**src/rtl/iob_skid_reg.sv**
```systemverilog
// iob_skid_reg: two-entry skid buffer between a valid/ready producer and consumer.
// The main register always drives out_data; the skid register catches the one
// word that arrives while the consumer is stalled, so in_ready and out_valid
// can both come straight from flops without any combinational ready path.
module iob_skid_reg #(
    parameter int                 DATA_W  = 32,
    parameter logic [DATA_W-1:0]  RST_VAL = '0
) (
    input  logic              clk,
    input  logic              arst_n,
    input  logic              rst,
    input  logic              in_valid,
    input  logic [DATA_W-1:0] in_data,
    output logic              in_ready,
    output logic              out_valid,
    output logic [DATA_W-1:0] out_data,
    input  logic              out_ready,
    output logic [1:0]        level
);

    typedef enum logic [1:0] {
        EMPTY = 2'd0,
        ONE   = 2'd1,
        FULL  = 2'd2
    } state_t;

    state_t            state_q,     state_d;
    logic [DATA_W-1:0] main_q,      main_d;
    logic [DATA_W-1:0] skid_q,      skid_d;
    logic              in_ready_q,  in_ready_d;
    logic              out_valid_q, out_valid_d;
    logic [1:0]        level_q,     level_d;

    logic in_xfer;
    logic out_xfer;

    // Handshakes use only the registered ready/valid flags on our side.
    assign in_xfer  = in_valid & in_ready_q;
    assign out_xfer = out_valid_q & out_ready;

    // Next state and data movement; the synchronous clear overrides any transfer.
    always_comb begin
        state_d = state_q;
        main_d  = main_q;
        skid_d  = skid_q;

        case (state_q)
            EMPTY: begin
                if (in_xfer) begin
                    main_d  = in_data;
                    state_d = ONE;
                end
            end
            ONE: begin
                if (in_xfer && out_xfer) begin
                    // Outgoing word leaves as the new one replaces it.
                    main_d  = in_data;
                end else if (in_xfer) begin
                    skid_d  = in_data;
                    state_d = FULL;
                end else if (out_xfer) begin
                    // main keeps its value so out_data holds while empty.
                    state_d = EMPTY;
                end
            end
            FULL: begin
                if (out_xfer) begin
                    main_d  = skid_q;
                    state_d = ONE;
                end
            end
            default: begin
                state_d = EMPTY;
            end
        endcase

        if (rst) begin
            state_d = EMPTY;
            main_d  = RST_VAL;
            skid_d  = RST_VAL;
        end
    end

    // Output flags are precomputed from the next state so they are pure flop outputs.
    always_comb begin
        in_ready_d  = (state_d != FULL);
        out_valid_d = (state_d != EMPTY);
        level_d     = 2'd0;
        case (state_d)
            EMPTY:   level_d = 2'd0;
            ONE:     level_d = 2'd1;
            FULL:    level_d = 2'd2;
            default: level_d = 2'd0;
        endcase
    end

    // State, data and flag registers with asynchronous active-low reset.
    always_ff @(posedge clk or negedge arst_n) begin
        if (!arst_n) begin
            state_q     <= EMPTY;
            main_q      <= RST_VAL;
            skid_q      <= RST_VAL;
            in_ready_q  <= 1'b1;
            out_valid_q <= 1'b0;
            level_q     <= 2'd0;
        end else begin
            state_q     <= state_d;
            main_q      <= main_d;
            skid_q      <= skid_d;
            in_ready_q  <= in_ready_d;
            out_valid_q <= out_valid_d;
            level_q     <= level_d;
        end
    end

    assign in_ready  = in_ready_q;
    assign out_valid = out_valid_q;
    assign out_data  = main_q;
    assign level     = level_q;

endmodule

```
**config.mk**
```make
export PLATFORM = sky130hd
export DESIGN_NAME = iob_skid_reg
export DESIGN_NICKNAME = d
export VERILOG_FILES = /design/src/rtl/iob_skid_reg.sv
export SDC_FILE = /design/constraint.sdc
export NUM_CORES = 1
export LEC_CHECK = 0
export ABC_AREA = 1
export BUFFER_PORTS_ARGS = -buffer_cell sky130_fd_sc_hd__buf_2
export CORE_MARGIN = 4
export CORE_UTILIZATION = 44
export DETAILED_ROUTE_END_ITERATION = 10
export PLACE_DENSITY = 0.68
export RECOVER_POWER = 25
export SYNTH_ARGS = -nofsm -noshare
export SYNTH_HDL_FRONTEND = slang
export SYNTH_SLANG_ARGS = --single-unit
```
**constraint.sdc**
```tcl
create_clock -name clk -period 2.7 [get_ports clk]
set_input_delay 0.27 -clock clk [delete_from_list [all_inputs] [get_ports clk]]
set_output_delay 0.27 -clock clk [all_outputs]
set_load 0.01 [all_outputs]
```
== After elaboration in Yosys (flattened, before gate mapping) ==
Cells that the tools add are included.
Storage, ports and cells
  bits of input ports: 37
  output and inout bits: 36
  logic and storage cells: 41
  register bits after elaboration: 70
Operators by class
  multiplexer cells: 16
  bitwise logic cells: 2
  equal/unequal tests: 9
  reductions and logical operators: 8
Operators with widths (count)
  $mux 32: 7
  $pmux 32 s3: 1
  $mux 2: 6
  $ne 3x3->1 const B: 3
  $pmux 2 s3: 1
  $reduce_bool 2->1: 3
  $eq 2x1->1 const B: 2
  $eq 2x2->1 const B: 2
  $ne 2x2->1 const B: 2
  $pmux 2 s2: 1
  $reduce_and 4->1: 1
  $reduce_bool 4->1: 1
  $reduce_and 3->1: 1
  $and 1x1->1: 2
  $logic_not 2->1: 1
  $logic_and 1x1->1: 1

== Depth between registers and ports, before layout ==
  word-level depth: 8
  mapped depth: 9

== Worst setup path before layout ==
No wires, ideal clock.
  path type: register to register
  start: register state_q[1]
  end: register skid_q[21]
  cell stages (with the launch flop): 7
  path buffers: 1
  setup time: 0.126 ns
  path slack: 1.262 ns
  data arrival time: 1.312 ns
  path through: dfrtp_1 > inv_1 > ha_1 > nand3_4 > nand2_2 > buf_2 > o21ai_0
Between the ends
  cells in the longest elaborated chain, start to end: 3
Ends and longest elaborated chain
  start: declaration: RTL line 27  | state_t state_q, state_d;
  start signal: assignment: RTL line 107  | state_q <= state_d;
  $eq 2x1->1: RTL line 47  | case (state_q)
  $reduce_bool 2->1 (no source line)
  $reduce_and 3->1 (no source line)
  end signal: assignment: RTL line 109  | skid_q <= skid_d;
  end: declaration: RTL line 29  | logic [DATA_W-1:0] skid_q, skid_d;
Every way passes these cells.
A chain may end at the register's enable or synchronous reset.

== Worst setup path after layout ==
  start: register in_ready_q, in the netlist in_ready
  end: register main_q[18], in the netlist out_data[18]
Between the ends
  cells in the longest elaborated chain, start to end: 4
Ends and longest elaborated chain
  start: declaration: RTL line 30  | logic in_ready_q, in_ready_d;
  start signal: assignment: RTL line 110  | in_ready_q <= in_ready_d;
  $and 1x1->1 *: RTL line 38  | assign in_xfer = in_valid & in_ready_q;
  $logic_and 1x1->1: RTL line 55  | if (in_xfer && out_xfer) begin
  $ne 3x3->1 (no source line)
  $reduce_and 4->1 (no source line) *
  end signal: assignment: RTL line 108  | main_q <= main_d;
  end: declaration: RTL line 28  | logic [DATA_W-1:0] main_q, main_d;
Mark *: on every way between the ends. The rest lies on a longest branch, timed or not.

==> results.cfg <==
[critical_path]
r2r-end = out_data[18]$_DFFE_PN0P_
path_class = reg -> reg
crit_family = simple AND/OR/NAND/NOR gates
slowest_stage = o21ai_4
cp-end-kind = flip-flop
r2r_start = in_ready$_DFF_PN1_
r2r_slack_ps = 400
crit_fanout = 33
crit_arrival_ps = 2530
cp.required_ps = 2920
path_cells = nand2_2, o21ai_4, nand2_4, nand3_1, nand2_1
crit_start = in_ready$_DFF_PN1_
worst_path_largest_cell_delay_ps = 760
start_kind = flip-flop
r2r_cells = 5
critPathBufInv = 0

[placed_design]
place_hpwl_um = 5430
pre_cts_slack_ps = 384
gp_congestion = 0.794
placed_cell_area_um2 = 3980
numPortBuffers = 72

[run_status]
status = finished with violations
violations = capacitance limit, slew limit

[hold_path]
holdCritPathClass = in -> reg
whs_path_depth = 3
min_to = skid_q[9]$_DFFE_PN0P_
min_from = in_data[9]

[power]
power.density_nw_per_um2 = 657
ir_drop_mv = 0.301
p_leak_uw = 0.00220

[clock_tree]
ctsHoldBuffers = 0
post-cts-setup-buffer-count = 0
insertion_delay_ps = 340
htreeDepth = 3
clkTransAtPathRegs_ps = 80
cts_resized = 0
clock-sinks = 70
clockBufferDepth = 2
cts_tree = done
root_buffer = clkbuf_8
cts_buffers = 9

[floorplan]
core_region_area_um2 = 7890
core.rowCount = 32
ios = 73
initial_core_util = 0.462
die-area_um2 = 9790
die_width_um = 99.0
dieHeight_um = 99.0

[sta]
maxSlewHeadroom = -0.138
period_needed_ps = 2300
clock.fmax_mhz = 434
fin_setup_tns_ps = 0
skew_ps = 13.4
timing.final.ws_setup_ps = 398
final.period_utilization = 0.853
hold_violations = 0
worst_slew_pin_slew_ps = 1710
rsz0062_at_grt = false
setup_violations = 0
whs_ps = 142
maxSlewViolCount = 71

[cells_and_area]
final_cell_area_um2 = 4200
fill_cells = 745
multi_input_area_um2 = 1550
syn2layout_area_growth_pct = 15.3
layout.nets = 537
num_antenna_cells = 0
regArea_um2 = 1750
drive_above_1_share = 0.267

[logic_synthesis]
synth.net_count = 480
synth_edf_count = 0
synthFlopType = dfrtp_1
yosysTopAreaCell = dfrtp_1
synthArstFlopShare = 1.00
synthesis.area_um2 = 3640
ys_seq_elements = 70
synth_area_per_cell_um2 = 8.29
yosysUniqueCellTypes = 22
ys_seq_area_frac = 0.481
syn_inst = 439
synth_top_area_frac = 0.474
synth_common_cells = 130 x nand2_1, 69 x dfrtp_1, 49 x o21ai_0
synth.area.top_cells = dfrtp_1 47%, nand2_1 13%, nand3_2 8.2%
yosys_warnings = 0
synth.most_common_cell = nand2_1

[global_routing]
grt_max_degree = 71
grt_overflow = 0
antenna_found_initial = 0
grt_usage = 0.176
grt_pass1_wl_um = 14000
first_global_vias = 2827

[detailed_routing]
avgRoutedWirePerCell_um = 13.7
via_count = 3018
drc = 0
drtPass1Iterations = 5
antenna_left = 0
drt_wl_total_um = 8250
drt_iter0_markers = 218
vias_per_cell = 5.00

[job]
cap_violations = 1
-- routing by layer --
| layer | track usage | wire (µm) | up-vias | share of wire |
|---|---|---|---|---|
| li1 | - | - | 1524 | - |
| met5 | 0 | 0 | - | 0 |
| met2 | 0.277 | 3890 | 88 | 0.47 |
| met3 | 0.0318 | 523 | 7 | 0.063 |
| met4 | 0.0609 | 81 | 0 | 0.0098 |
| met1 | 0.243 | 3760 | 1399 | 0.46 |
-- cells by family (layout without fill, tap and decap cells) --
kind of cell / after synthesis / count (layout) / share of synthesized area
simple gates: 243 / 243 / 0.339
buf+inv: 71 / 133 / 0.0924
compound gates: 51 / 51 / 0.0732
flops: 70 / 70 / 0.481
fa+ha+maj: 4 / 4 / 0.0137
-- cell usage in the layout, fill, tap and decap left out, types with 2 or more instances in the layout --
cell type,instances
nand2_1,130
buf_2,71
dfrtp_1,69
o21ai_0,49
inv_1,40
nand3_1,37
nand3_2,30
nor2_1,23
nand4_1,15
clkbuf_8,10
nand2_2,3
ha_1,3
buf_4,3
nand2_4,2
inv_2,2
nor2_4,2
bufinv_16,2
clkinvlp_4,2
clkinv_2,2
-- worst register-to-register path, delay by kind of cell, from the launching register on --
kind	cells	cell delay, ps
DFF	1	540
AOI/OAI and AO/OA	1	760
and+or+nand+nor	4	900
-- layout make-up --
type,instances,share of cell area
multi-input combinational,298,0.370
clock inverter,6,0.0203
clock buffer,10,0.0328
sequential,70,0.418
inverter,42,0.0376
timing repair buffer,75,0.0912
tap,102,0.0304
-- per-stage QoR --
| step | cells | util | total power (µW) |
|---|---|---|---|
| after floorplan | 439 | - | 1660 |
| after global placement | 587 | 0.504 | 1830 |
| after detailed placement | 587 | 0.504 | 1850 |
| after CTS | 603 | 0.533 | 2790 |
| after global routing | 603 | 0.532 | 2920 |
| final | 603 | 0.532 | 2760 |
-- registers in the layout, indices dropped and copies added, names as in the netlist --
signal,flops
in_ready,1
level,2
out_data,32
out_valid,1
skid_q,32
state_q,2
-- report_power, final --
part           leakage, µW  internal, µW  switching, µW
registers         0.000949          1150           69.4
logic              0.00115           191            402
clock network     0.000108           542            400
-- worst max path at each step --
stage / endpoint / cells after the start
2_1_floorplan: skid_q[21]$_DFFE_PN0P_ / 6
3_3_place_gp: out_data[17]$_DFFE_PN0P_ / 5
3_5_place_dp: out_data[18]$_DFFE_PN0P_ / 5
4_1_cts: out_data[18]$_DFFE_PN0P_ / 5
5_1_grt: out_data[18]$_DFFE_PN0P_ / 5
6_report: out_data[18]$_DFFE_PN0P_ / 5
No activity file was read; power rests on OpenSTA's default activity.
